==> src/rtl/mult_unit.sv <==
// Iterative shift-add multiplier, signed (MULT) or unsigned (MULTU), 2*WIDTH-bit product on hi/lo.
// Latency: done pulses in the cycle after the (WIDTH+1)th rising edge following the accepting edge.
// No backpressure: start is only sampled in IDLE; starts while busy are dropped, flush aborts.
module mult_unit #(
  parameter int WIDTH = 32
) (
  input  logic             clk,
  input  logic             reset,
  input  logic             start,
  input  logic             is_signed,
  input  logic [WIDTH-1:0] a,
  input  logic [WIDTH-1:0] b,
  input  logic             neg_result,
  input  logic             flush,
  output logic             busy,
  output logic             done,
  output logic [WIDTH-1:0] hi,
  output logic [WIDTH-1:0] lo
);

  // Counter must hold the value WIDTH itself, hence WIDTH+1.
  localparam int CW = $clog2(WIDTH + 1);

  typedef enum logic [1:0] {
    IDLE = 2'd0,
    RUN  = 2'd1,
    FIX  = 2'd2
  } state_t;

  state_t             state_q, state_d;
  logic [CW-1:0]      cnt_q, cnt_d;
  // Upper half collects partial sums, lower half starts as the multiplier
  // and is shifted out LSB-first as product bits shift in.
  logic [2*WIDTH-1:0] acc_q, acc_d;
  logic [WIDTH-1:0]   mcand_q, mcand_d;
  logic               neg_q, neg_d;
  logic               done_q, done_d;
  logic [WIDTH-1:0]   hi_q, hi_d;
  logic [WIDTH-1:0]   lo_q, lo_d;

  logic [WIDTH-1:0]   mag_a, mag_b;
  logic [WIDTH:0]     sum;
  logic [2*WIDTH-1:0] result;

  // Operand magnitudes; negating the most-negative value wraps to 2^(WIDTH-1),
  // which is exactly the right unsigned magnitude.
  always_comb begin
    mag_a = (is_signed && a[WIDTH-1]) ? (~a + WIDTH'(1)) : a;
    mag_b = (is_signed && b[WIDTH-1]) ? (~b + WIDTH'(1)) : b;
  end

  // One shift-add step and the final sign fix-up of the accumulator.
  always_comb begin
    sum    = {1'b0, acc_q[2*WIDTH-1:WIDTH]} + (acc_q[0] ? {1'b0, mcand_q} : '0);
    result = neg_q ? (~acc_q + (2*WIDTH)'(1)) : acc_q;
  end

  // Next-state and datapath control; flush overrides everything and keeps hi/lo.
  always_comb begin
    state_d = state_q;
    cnt_d   = cnt_q;
    acc_d   = acc_q;
    mcand_d = mcand_q;
    neg_d   = neg_q;
    done_d  = 1'b0;
    hi_d    = hi_q;
    lo_d    = lo_q;

    case (state_q)
      IDLE: begin
        if (start) begin
          state_d = RUN;
          cnt_d   = CW'(WIDTH);
          acc_d   = {{WIDTH{1'b0}}, mag_b};
          mcand_d = mag_a;
          neg_d   = is_signed & neg_result;
        end
      end
      RUN: begin
        acc_d = {sum, acc_q[WIDTH-1:1]};
        cnt_d = cnt_q - CW'(1);
        if (cnt_q == CW'(1)) begin
          state_d = FIX;
        end
      end
      FIX: begin
        {hi_d, lo_d} = result;
        done_d       = 1'b1;
        state_d      = IDLE;
      end
      default: begin
        state_d = IDLE;
      end
    endcase

    if (flush) begin
      state_d = IDLE;
      cnt_d   = cnt_q;
      acc_d   = acc_q;
      done_d  = 1'b0;
      hi_d    = hi_q;
      lo_d    = lo_q;
    end
  end

  // State register.
  always_ff @(posedge clk or posedge reset) begin
    if (reset) begin
      state_q <= IDLE;
    end else begin
      state_q <= state_d;
    end
  end

  // Datapath and output registers.
  always_ff @(posedge clk or posedge reset) begin
    if (reset) begin
      cnt_q   <= '0;
      acc_q   <= '0;
      mcand_q <= '0;
      neg_q   <= 1'b0;
      done_q  <= 1'b0;
      hi_q    <= '0;
      lo_q    <= '0;
    end else begin
      cnt_q   <= cnt_d;
      acc_q   <= acc_d;
      mcand_q <= mcand_d;
      neg_q   <= neg_d;
      done_q  <= done_d;
      hi_q    <= hi_d;
      lo_q    <= lo_d;
    end
  end

  assign busy = (state_q == RUN) || (state_q == FIX);
  assign done = done_q;
  assign hi   = hi_q;
  assign lo   = lo_q;

endmodule

==> config.mk <==
export PLATFORM = sky130hd
export DESIGN_NAME = mult_unit
export DESIGN_NICKNAME = d
export VERILOG_FILES = /design/src/rtl/mult_unit.sv
export SDC_FILE = /design/constraint.sdc
export NUM_CORES = 1
export LEC_CHECK = 0
export ABC_AREA = 1
export BUFFER_PORTS_ARGS = -buffer_cell sky130_fd_sc_hd__buf_2
export CORE_MARGIN = 5
export CORE_UTILIZATION = 40
export CTS_CLUSTER_DIAMETER = 150
export DETAILED_ROUTE_END_ITERATION = 12
export GPL_TIMING_DRIVEN = 0
export PLACE_DENSITY_LB_ADDON = 0.12
export SETUP_SLACK_MARGIN = 0.02
export SLEW_MARGIN = 20
export SYNTH_ARGS = -nofsm -noshare
export SYNTH_HDL_FRONTEND = slang
export SYNTH_SLANG_ARGS = --single-unit
==> constraint.sdc <==
create_clock -name clk -period 8.7 [get_ports clk]
set_input_delay 0.435 -clock clk [delete_from_list [all_inputs] [get_ports clk]]
set_output_delay 0.435 -clock clk [all_outputs]
set_load 0.01 [all_outputs]
==> results of run 1 <==
[cell type report]
class | count | area, um2 | area share
Buffer | 57 | 270 | 0.0178
Clock buffer | 17 | 425 | 0.0280
Clock inverter | 15 | 199 | 0.0131
Inverter | 289 | 1090 | 0.0718
Multi-Input combinational cell | 1625 | 7720 | 0.507
Sequential cell | 170 | 4250 | 0.280
Tap cell | 442 | 553 | 0.0363
Timing Repair Buffer | 136 | 703 | 0.0462
[how the worst min path moves through the flow]
stage                                        from                      end  slack (ns)  cells past startpoint
after global placement         hi[18]$_DFFE_PP0P_       hi[18]$_DFFE_PP0P_        0.46                      2
after CTS                                   reset       hi[15]$_DFFE_PP0P_        0.06                      2
final                                       reset       hi[15]$_DFFE_PP0P_        0.04                      2
after detailed placement       hi[17]$_DFFE_PP0P_       hi[17]$_DFFE_PP0P_        0.46                      2
after global routing                        reset       hi[15]$_DFFE_PP0P_        0.09                      2
after floorplan           mcand_q[28]$_DFFE_PP0P_  mcand_q[28]$_DFFE_PP0P_        0.45                      2
[cell families (layout without fill, tap and decap cells)]
| kind of cell | count (synthesis) | count (layout) | synth area share |
|---|---|---|---|
| xor gates and xnor gates | 45 | 45 | 0.0296 |
| AOI/OAI and AO/OA | 208 | 208 | 0.0881 |
| and+or+nand+nor | 1330 | 1330 | 0.421 |
| DFF | 170 | 170 | 0.319 |
| adders and majority gates | 42 | 42 | 0.0400 |
| buffers and inverters | 346 | 514 | 0.102 |
[synth_stat cells (10+ instances only)]
library cell  instances
nand3b_1             10
nand4_1              25
nand3_1             195
inv_2                10
o22ai_1              10
o221ai_1             11
nor2_2               26
nor3_1               18
nand2_2              16
a21oi_1              53
nand2_1             793
ha_1                 41
o21bai_1             12
nor2_1              213
xor2_1               43
dfrtp_1             170
o21ai_0              90
inv_1               278
buf_2                21
clkbuf_1             24
[power by group through the flow]
stage / Sequential [mW] / Clock [mW] / Combinational (mW)
3_3_place_gp: 1.53 / 0 / 2.56
2_1_floorplan: 1.46 / 0 / 1.77
5_1_grt: 1.58 / 0.857 / 2.96
6_report: 1.54 / 0.806 / 2.62
4_1_cts: 1.53 / 0.821 / 2.60
3_5_place_dp: 1.54 / 0 / 2.58
[sequential cells by signal, summed over array words and instances, names as in the netlist]
| name | cells |
|---|---|
| acc_q | 64 |
| cnt_q | 6 |
| done | 1 |
| hi | 32 |
| lo | 32 |
| mcand_q | 32 |
| neg_q | 1 |
| state_q | 2 |
[stage by stage]
stage	hold WS, ns	util
floorplan	0.449	-
global placement	0.457	0.445
detailed placement	0.461	0.446
CTS	0.0644	0.465
global route	0.0943	0.465
finish	0.0443	0.465
[per-layer routing]
metal  GRT usage  routed length (um)  vias up
met3      0.0353                3200       34
met2       0.382               19500      488
met5           0                   0        -
li1            -                   -     7066
met1       0.389               23100     6437
met4      0.0499                 552        0
==> qor.yml, run 1 <==
status: "finished clean"
drtIter0Drc: 1290
cts_tree: "done"
die_height_um: 193
hold_path_class: "in2async"
reg2reg_from: "acc_q[0]$_DFFE_PP0P_"
via_per_inst: 5.10
cpMostUsedCell: "nand2_1"
maxCapViolations: 0
cp-end-kind: "register"
post_cts_buffers: 0
final_common_cell: "nand2_1"
drc: 0
synth_area_um2: 13300
fillers: 3587
setup_ws_ns: 5.99
synth_edf_count: 0
grt_max_degree: 95
hpwl_um: 37800
p_comb_frac: 0.527
fin_cells: 2751
cp_num_buf_inv: 5
required_ns: 9.02
final_area_um2: 15200
p_sw_mw: 2.53
powerDensity_nw_per_um2: 326
grt_antenna_before_repair: 0
tightest_slew_ns: 0.719
cp-startpoint: "acc_q[0]$_DFFE_PP0P_"
cts_max_level: 4
syn_area_per_cell_um2: 6.22
sw_frac_of_total: 0.509
ys_seq_area_frac: 0.319
intPower_mw: 2.44
critPathKind: "reg2reg"
synth.top_cell.area_share: 0.319
grt_pass1_vias: 13200
finalPower_mw: 4.96
ctsRootBufferMaster: "clkbuf_16"
dp_slack_ns: 5.99
fp.dieW_um: 193
wl_per_cell_um: 16.9
maxSlewViolCount: 0
fin_crit_ns: 2.71
coreArea_um2: 32700
worstPathMaxFanout: 10
dieArea_um2: 37100
num_rows: 66
finalSetupViolations: 0
r2r_end: "acc_q[55]$_DFFE_PP0P_"
placed_area_um2: 14600
pwr-share-clk: 0.162
cts_sinks: 170
ios: 136
grt_use_total: 0.254
reg2reg_depth: 17
syn_to_final_growth_pct: 14.2
nNetsFinal: 2408
diodes: 0
vdd_drop_max_mv: 0.161
slowest_delay_ns: 0.38
path_cells: "buf_6 -> clkbuf_1 -> nand2_1 -> inv_1 -> ha_1 -> inv_1 -> fa_1 -> inv_1 -> nand3_1 -> nand3_1 -> nand2_1 -> nand2_1 -> nand2_1 -> nand3_1 -> nand2_1 -> nand3_1 -> nand2_1"
worst-path-stages: 17
final_cell_mix: "793 x nand2_1, 277 x inv_1, 213 x nor2_1"
crit_family: "simple AND/OR/NAND/NOR gates"
grt_first_pass_wirelength_um: 73800
post_cts_resize_count: 0
routabilityCongestion: 0.954
io_buffer_count: 135
via_count: 14000
final_hold_viol_count: 0
yosysUniqueCellTypes: 41
cts_made_buffers: 17
arrival_ns: 3.03
drtPass1Iterations: 6
path_clk_slew_ns: 0.08
syn_nets: 2253
placedCellCount: 2719
cts.path.max_buffers: 2
wl_um: 46400
finalCritPeriodShare: 0.312
start_kind: "register"
ys_top_cells_by_area: "dfrtp_1 32%, nand2_1 22%, inv_1 7.8%"
critical-path-slowest-cell: "fa_1"
async_reset_ff_frac: 1.00
cts_hold_buffers: 0
slew_headroom: 0.520
crit_path_end: "acc_q[55]$_DFFE_PP0P_"
drive_gt1_frac: 0.117
max_freq_mhz: 369
clk_latency_ns: 0.46
initial_utilization: 0.408
reg2reg_slack_ns: 5.99
synth_seq_cells: 170
ant_nets: 0
tns_ns: 0
overflow: 0
pwr-share-seq: 0.311
ys_warn_count: 0
synth_top_area_cell: "dfrtp_1"
leakage_nw: 8.28
synthCells: 2141
synth_ff_type: "dfrtp_1"
skew_ns: 0.0232
rsz0062_at_grt: "false"
Power figures use the tool's default switching activity.
==> run 2: changes to the inputs <==
- ABC_AREA: 1 -> 0
- clock period: 8.7 -> 2.5 ns (I/O delays scaled with it)
==> run 2 against run 1 <==
Effect of this change:
- the flow now finishes with violations (negative hold slack, negative setup slack)
- clock power rose to 3.4 times the previous value
- synthesized cell count down 38%
- highest routed layer unchanged
- sequential share of layout area up 0.52 points
- combinational power up 100%
- sequential power rose to 2.8 times the previous value
- largest cell class unchanged
- maximum frequency down 4.9%
- clock skew down 0.0060 ns
- worst hold slack worse by 0.045 ns
- critical path depth down 4
==> qor.yml, run 2 <==
final_cell_mix: "186 x nand2_1, 162 x dfrtp_1, 138 x buf_2"  # was 793 x nand2_1, 277 x inv_1, 213 x nor2_1
die_height_um: 178  # was 193 um
dp_slack_ns: -0.892  # was 5.99 ns
overflow: 0  # unchanged
critical-path-slowest-cell: "dfrtp_2"  # was fa_1
drc: 0  # unchanged
synthCells: 1331  # was 2141
fin_cells: 1945  # was 2751
dieArea_um2: 31500  # was 37100 um2
via_count: 10600  # was 14000
ys_warn_count: 0  # unchanged
start_kind: "register"  # unchanged
grt_first_pass_wirelength_um: 57300  # was 73800 um
p_sw_mw: 5.24  # was 2.53 mW
ios: 136  # unchanged
arrival_ns: 3.18  # was 3.03 ns
hold-path-endpoint: "mcand_q[30]$_DFFE_PP0P_"
drtPass1Iterations: 5  # was 6
drtIter0Drc: 700  # was 1290
cts_max_level: 4  # unchanged
yosysUniqueCellTypes: 67  # was 41
initial_utilization: 0.404  # was 0.408
synth_most_common_cell: "nand2_1"  # unchanged
synth_edf_count: 0  # unchanged
syn_area_per_cell_um2: 8.44  # was 6.22 um2
clk_latency_ns: 0.44  # was 0.46 ns
path_cells: "buf_12 -> buf_8 -> and2_4 -> ha_4 -> inv_2 -> fa_2 -> nor2b_4 -> o2111ai_4 -> a21oi_4 -> o21ai_4 -> and3_4 -> and4_1 -> or3_1"  # was buf_6 -> clkbuf_1 -> nand2_1 -> inv_1 -> ha_1 -> inv_1 -> fa_1 -> inv_1 -> nand3_1 -> nand3_1 -> nand2_1 -> nand2_1 -> nand2_1 -> nand3_1 -> nand2_1 -> nand3_1 -> nand2_1
p_comb_frac: 0.429  # was 0.527
io_buffer_count: 135  # unchanged
sw_frac_of_total: 0.427  # was 0.509
synth_area_um2: 11200  # was 13300 um2
routabilityCongestion: 0.913  # was 0.954
coreArea_um2: 27800  # was 32700 um2
ctsRootBufferMaster: "clkbuf_16"  # unchanged
fin_util: 0.539  # was 0.465
synth_common_cells: "199 x nand2_1, 170 x dfrtp_1, 159 x o21ai_0, 86 x a21oi_1, 82 x nor2_1"  # was 793 x nand2_1, 278 x inv_1, 213 x nor2_1, 195 x nand3_1, 170 x dfrtp_1
fp.dieW_um: 178  # was 193 um
nNetsFinal: 1666  # was 2408
whs_ns: -0.000629  # was 0.0443 ns
status: "complete, but fails checks"  # was finished clean
grt_max_degree: 34  # was 95
async_reset_ff_frac: 1.00  # unchanged
setup_ws_ns: -0.350  # was 5.99 ns
fin_crit_ns: 2.85  # was 2.71 ns
pwr-share-clk: 0.222  # was 0.162
maxSlewViolCount: 0  # unchanged
required_ns: 2.83  # was 9.02 ns
grt_pass1_vias: 10500  # was 13200
finalPower_mw: 12.3  # was 4.96 mW
intPower_mw: 7.03  # was 2.44 mW
violations: "negative hold slack, negative setup slack"
cts_sinks: 170  # unchanged
slowest_delay_ns: 0.39  # was 0.38 ns
placedCellCount: 1849  # was 2719
wl_per_cell_um: 18.6  # was 16.9 um
wl_um: 36200  # was 46400 um
diodes: 0  # unchanged
largest_register_ffs: 64  # unchanged
hold_depth: 3
reg2reg_depth: 13  # was 17
cp-end-kind: "register"  # unchanged
vdd_drop_max_mv: 0.475  # was 0.161 mV
finalSetupViolations: 57  # was 0
grt_use_total: 0.229  # was 0.254
max_freq_mhz: 351  # was 369 MHz
final_area_um2: 15000  # was 15200 um2
skew_ns: 0.0172  # was 0.0232 ns
final_common_cell: "nand2_1"  # unchanged
placed_area_um2: 12600  # was 14600 um2
r2r_end: "acc_q[59]$_DFFE_PP0P_"  # was acc_q[55]$_DFFE_PP0P_
critPathKind: "reg2reg"  # unchanged
num_rows: 61  # was 66
slew_headroom: 0.266  # was 0.520
fillers: 2658  # was 3587
tns_ns: -9.83  # was 0 ns
regMostFlops: "acc_q"  # unchanged
cts.path.max_buffers: 2  # unchanged
synth_ff_type: "dfrtp_1"  # unchanged
path_clk_slew_ns: 0.08  # about the same
drive_gt1_frac: 0.285  # was 0.117
synth_seq_cells: 170  # unchanged
finalCritPeriodShare: 1.14  # was 0.312
ys_seq_area_frac: 0.379  # was 0.319
final_hold_viol_count: 1  # was 0
grt_antenna_before_repair: 0  # unchanged
min_from: "a[30]"
worstPathMaxFanout: 8  # was 10
maxCapViolations: 0  # unchanged
rsz0062_at_grt: "true"  # was false
tightest_slew_ns: 1.09  # was 0.719 ns
syn_to_final_growth_pct: 33.2  # was 14.2%
syn_nets: 1443  # was 2253
hold_path_class: "in2reg"  # was in2async
via_per_inst: 5.44  # was 5.10
cts_made_buffers: 17  # unchanged
reg2reg_slack_ns: -0.35  # was 5.99 ns
pwr-share-seq: 0.349  # was 0.311
powerDensity_nw_per_um2: 820  # was 326 nW/um2
cts_tree: "done"  # unchanged
synth_top_area_cell: "dfrtp_1"  # unchanged
hpwl_um: 27200  # was 37800 um
leakage_nw: 6.41  # was 8.28 nW
ys_top_cells_by_area: "dfrtp_1 38%, o21ai_0 7.1%, nand2_1 6.6%"  # was dfrtp_1 32%, nand2_1 22%, inv_1 7.8%
ant_nets: 0  # unchanged
reg2reg_from: "acc_q[0]$_DFFE_PP0P_"  # unchanged
synth.top_cell.area_share: 0.379  # was 0.319
run 2: cell types whose count changed after synthesis, moves of 17 or more:
cell and delta:
a21oi_1 +33, and2_1 +32, buf_2 -21, clkbuf_1 +46
inv_1 -254, nand2_1 -594, nand3_1 -176, nor2_1 -131
nor2_2 -25, o21ai_0 +69, o31ai_1 +22, or3_1 +17
xnor2_1 +65, xor2_1 +38
run 2: how the worst max path moves through the flow:
stage / slack [ns] / cells after the start / from / end
6_report: -0.35 / 13 / acc_q[0]$_DFFE_PP0P_ / acc_q[59]$_DFFE_PP0P_
5_1_grt: -0.44 / 7 / acc_q[29]$_DFFE_PP0P_ / hi[30]$_DFFE_PP0P_
4_1_cts: -0.40 / 8 / acc_q[11]$_DFFE_PP0P_ / hi[21]$_DFFE_PP0P_
3_5_place_dp: -0.89 / 11 / acc_q[0]$_DFFE_PP0P_ / acc_q[62]$_DFFE_PP0P_
3_3_place_gp: -0.92 / 2 / reset / cnt_q[4]$_DFFE_PP0P_
2_1_floorplan: -0.10 / 12 / acc_q[0]$_DFFE_PP0P_ / acc_q[59]$_DFFE_PP0P_
run 2: critical path: cells and delay by family (launching register included):
| family | cells | cell delay [ns] |
|---|---|---|
| buf+inv | 3 | 0.28 |
| flops | 1 | 0.39 |
| compound gates | 3 | 0.50 |
| fa+ha+maj | 2 | 0.51 |
| simple gates | 5 | 1.03 |
run 2: power groups by stage:
stage	sequential [mW]	combinational, mW	clock [mW]
2_1_floorplan	4.04	2.74	0
3_3_place_gp	4.28	3.83	0
3_5_place_dp	4.30	3.89	0
4_1_cts	4.24	4.89	2.77
5_1_grt	4.38	5.77	2.88
6_report	4.28	5.27	2.73
run 2: cell type report:
| cell class | instances | area (um2) | share of cell area |
|---|---|---|---|
| plain buffers | 67 | 353 | 0.0236 |
| clock buffers | 17 | 425 | 0.0284 |
| multi-input cells | 1059 | 7720 | 0.516 |
| flip-flops and latches | 170 | 4260 | 0.285 |
| clock inverters | 15 | 185 | 0.0124 |
| well taps | 378 | 473 | 0.0316 |
| inverters | 24 | 96.3 | 0.00643 |
| repair buffers | 215 | 1450 | 0.0969 |
run 2: kinds of logic after synthesis:
kind of cell / share of synthesized area
AOI/OAI and AO/OA: 0.213
xor gates and xnor gates: 0.115
adders and majority gates: 0.0474
buffers and inverters: 0.0351
DFF: 0.379
muxes: 0.00624
and+or+nand+nor: 0.205
run 2: what timing repair did:
action,4_1_cts,5_1_grt
hold buffers,9,0
endpoints found under the setup margin,89,110
hold endpoints to repair,27,0
gates resized for setup,215,93
setup buffers,50,19
pin swaps,74,63
cloned,1,0
run 2: metal layers:
layer / track usage / routed length [um]
met2: 0.364 / 16500
met3: 0.0222 / 1970
met1: 0.335 / 17100
met4: 0.0577 / 657
met5: 0 / 0
==> run 3: changes to the inputs <==
- PLACE_DENSITY: not set -> 0.55
- PLACE_DENSITY_LB_ADDON: 0.12 -> not set
==> run 3 against run 2 <==
Effect of this change:
- the flow finishes with violations (negative setup slack)
- cell count up 0.98%
- design area up 2.9%
- worst hold slack improved by 0.0038 ns
- clock skew grew 0.0018 ns
- core utilization up 1.5 points
- total power increased by 3.2%
- critical endpoint is now hi[30]$_DFFE_PP0P_
- critical path depth down 5
- highest routed layer unchanged
- combinational power is 6.5% higher
- clock-buffer cell count is the same
- maximum frequency up 1.3%
==> qor.yml, run 3 (same netlist as run 2, synthesis figures left out) <==
cts_made_buffers: 17  # unchanged
via_count: 10700  # was 10600
status: "complete, but fails checks"  # unchanged
grt_max_degree: 34  # unchanged
finalSetupViolations: 55  # was 57
grt_antenna_before_repair: 0  # unchanged
drtPass1Iterations: 5  # unchanged
p_sw_mw: 5.45  # was 5.24 mW
intPower_mw: 7.22  # was 7.03 mW
rsz0062_at_grt: "true"  # unchanged
wl_met3_um: 2170  # was 1970 um
dieArea_um2: 31500  # unchanged
max_freq_mhz: 355  # was 351 MHz
ios: 136  # unchanged
initial_utilization: 0.404  # unchanged
cts_tree: "done"  # unchanged
die_height_um: 178  # unchanged
grt_first_pass_wirelength_um: 57600  # was 57300 um
min_from: "a[0]"  # was a[30]
leakage_nw: 6.52  # was 6.41 nW
ctsRootBufferMaster: "clkbuf_16"  # unchanged
nNetsFinal: 1685  # was 1666
wl_um: 36800  # was 36200 um
clk_latency_ns: 0.44  # about the same
hpwl_um: 27400  # was 27200 um
overflow: 0  # unchanged
worstPathMaxFanout: 4  # was 8
grt_use_total: 0.230  # was 0.229
io_buffer_count: 135  # unchanged
fin_util: 0.554  # was 0.539
pwr-share-clk: 0.213  # was 0.222
powerDensity_nw_per_um2: 822  # was 820 nW/um2
reg2reg_depth: 8  # was 13
via_per_inst: 5.45  # was 5.44
final_common_cell: "nand2_1"  # unchanged
start_kind: "register"  # unchanged
maxCapViolations: 0  # unchanged
skew_ns: 0.0190  # was 0.0172 ns
setup_ws_ns: -0.314  # was -0.350 ns
wl_per_cell_um: 18.8  # was 18.6 um
p_comb_frac: 0.443  # was 0.429
final_cell_mix: "185 x nand2_1, 160 x dfrtp_1, 137 x buf_2"  # was 186 x nand2_1, 162 x dfrtp_1, 138 x buf_2
sw_frac_of_total: 0.430  # was 0.427
cts_sinks: 170  # unchanged
reg2reg_from: "acc_q[26]$_DFFE_PP0P_"  # was acc_q[0]$_DFFE_PP0P_
hold_path_class: "in2reg"  # unchanged
cp-end-kind: "register"  # unchanged
cts.path.max_buffers: 2  # unchanged
vdd_drop_max_mv: 0.482  # was 0.475 mV
final_hold_viol_count: 0  # was 1
finalPower_mw: 12.7  # was 12.3 mW
slew_headroom: 0.201  # was 0.266
reg2reg_slack_ns: -0.31  # was -0.35 ns
largest_register_ffs: 64  # unchanged
r2r_end: "hi[30]$_DFFE_PP0P_"  # was acc_q[59]$_DFFE_PP0P_
ant_nets: 0  # unchanged
cts_max_level: 4  # unchanged
drtIter0Drc: 652  # was 700
drt-met1-wl_um: 17200  # was 17100 um
coreArea_um2: 27800  # unchanged
required_ns: 2.81  # was 2.83 ns
fin_crit_ns: 2.81  # was 2.85 ns
hold_depth: 3  # unchanged
drive_gt1_frac: 0.308  # was 0.285
pwr-share-seq: 0.344  # was 0.349
tightest_slew_ns: 1.19  # was 1.09 ns
path_clk_slew_ns: 0.07  # was 0.08 ns
fp.dieW_um: 178  # unchanged
hold-path-endpoint: "mcand_q[0]$_DFFE_PP0P_"  # was mcand_q[30]$_DFFE_PP0P_
critPathKind: "reg2reg"  # unchanged
dr_wl_met2_um: 16800  # was 16500 um
highest_layer: "met4"  # unchanged
syn_to_final_growth_pct: 37.1  # was 33.2%
routabilityCongestion: 0.913  # about the same
maxSlewViolCount: 0  # unchanged
drc: 0  # unchanged
finalCritPeriodShare: 1.13  # was 1.14
diodes: 0  # unchanged
arrival_ns: 3.13  # was 3.18 ns
violations: "negative setup slack"  # was negative hold slack, negative setup slack
regMostFlops: "acc_q"  # unchanged
num_rows: 61  # unchanged
grt_pass1_vias: 10500  # about the same
-- run 3: power by group through the flow --
stage / sequential, mW / clock [mW] / combinational (mW)
after floorplan: 4.04 / 0 / 2.74
after global placement: 4.29 / 0 / 3.83
after detailed placement: 4.30 / 0 / 3.90
after CTS: 4.26 / 2.74 / 5.13
after global routing: 4.45 / 2.88 / 6.11
final: 4.36 / 2.70 / 5.61
-- run 3: worst max path at each step --
stage,start,endpoint,cells after the start
after floorplan,acc_q[0]$_DFFE_PP0P_,acc_q[59]$_DFFE_PP0P_,12
after global placement,reset,cnt_q[3]$_DFFE_PP0P_,2
after detailed placement,acc_q[0]$_DFFE_PP0P_,acc_q[62]$_DFFE_PP0P_,11
after CTS,acc_q[11]$_DFFE_PP0P_,hi[21]$_DFFE_PP0P_,8
after global routing,acc_q[11]$_DFFE_PP0P_,hi[28]$_DFFE_PP0P_,8
final,acc_q[26]$_DFFE_PP0P_,hi[30]$_DFFE_PP0P_,8
-- run 3: final cells by class --
type / count / area [um2]
plain buffers: 65 / 337
clock buffers: 17 / 425
clock inverters: 15 / 170
fillers: 2559 / 12400
inverters: 24 / 96.3
multi-input cells: 1059 / 8010
flip-flops and latches: 170 / 4270
well taps: 378 / 473
repair buffers: 236 / 1630
-- run 3: layer usage --
layer | track usage | up-vias
met5 | 0 | -
met4 | 0.0609 | 0
met3 | 0.0298 | 40
met2 | 0.361 | 320
met1 | 0.335 | 5120
li1 | - | 5232
-- run 3: per-stage QoR --
| stage | area [um2] | setup slack [ns] | setup TNS, ns | hold WS (ns) | cells |
|---|---|---|---|---|---|
| detailed placement | 12600 | -0.885 | -30.67 | 0.218 | 1849 |
| finish | 15400 | -0.314 | -9.35 | 0.00319 | 1964 |
| CTS | 14700 | -0.382 | -10.42 | 0.000752 | 1945 |
| global placement | 12500 | -0.949 | -188.80 | 0.361 | 1844 |
| floorplan | 11300 | -0.104 | -0.344 | 0.191 | 1331 |
| global route | 15400 | -0.419 | -14.68 | 0.00645 | 1964 |
-- run 3: what timing repair did --
item | in CTS | in global routing
cloned | 2 | 0
pin swaps | 79 | 79
setup buffers | 60 | 28
endpoints found under the hold margin | 27 | 0
hold buffers | 9 | 0
resized for setup | 233 | 144
setup endpoints to repair | 81 | 100
-- run 3: worst max-delay path: stages (launching register included) --
cell,delay (ns)
dfrtp_1,0.47
nor4_4,0.60
nand2b_1,0.28
nor4_4,0.31
buf_4,0.19
nand4_1,0.20
o31ai_2,0.34
xor2_1,0.22
o21ai_1,0.08
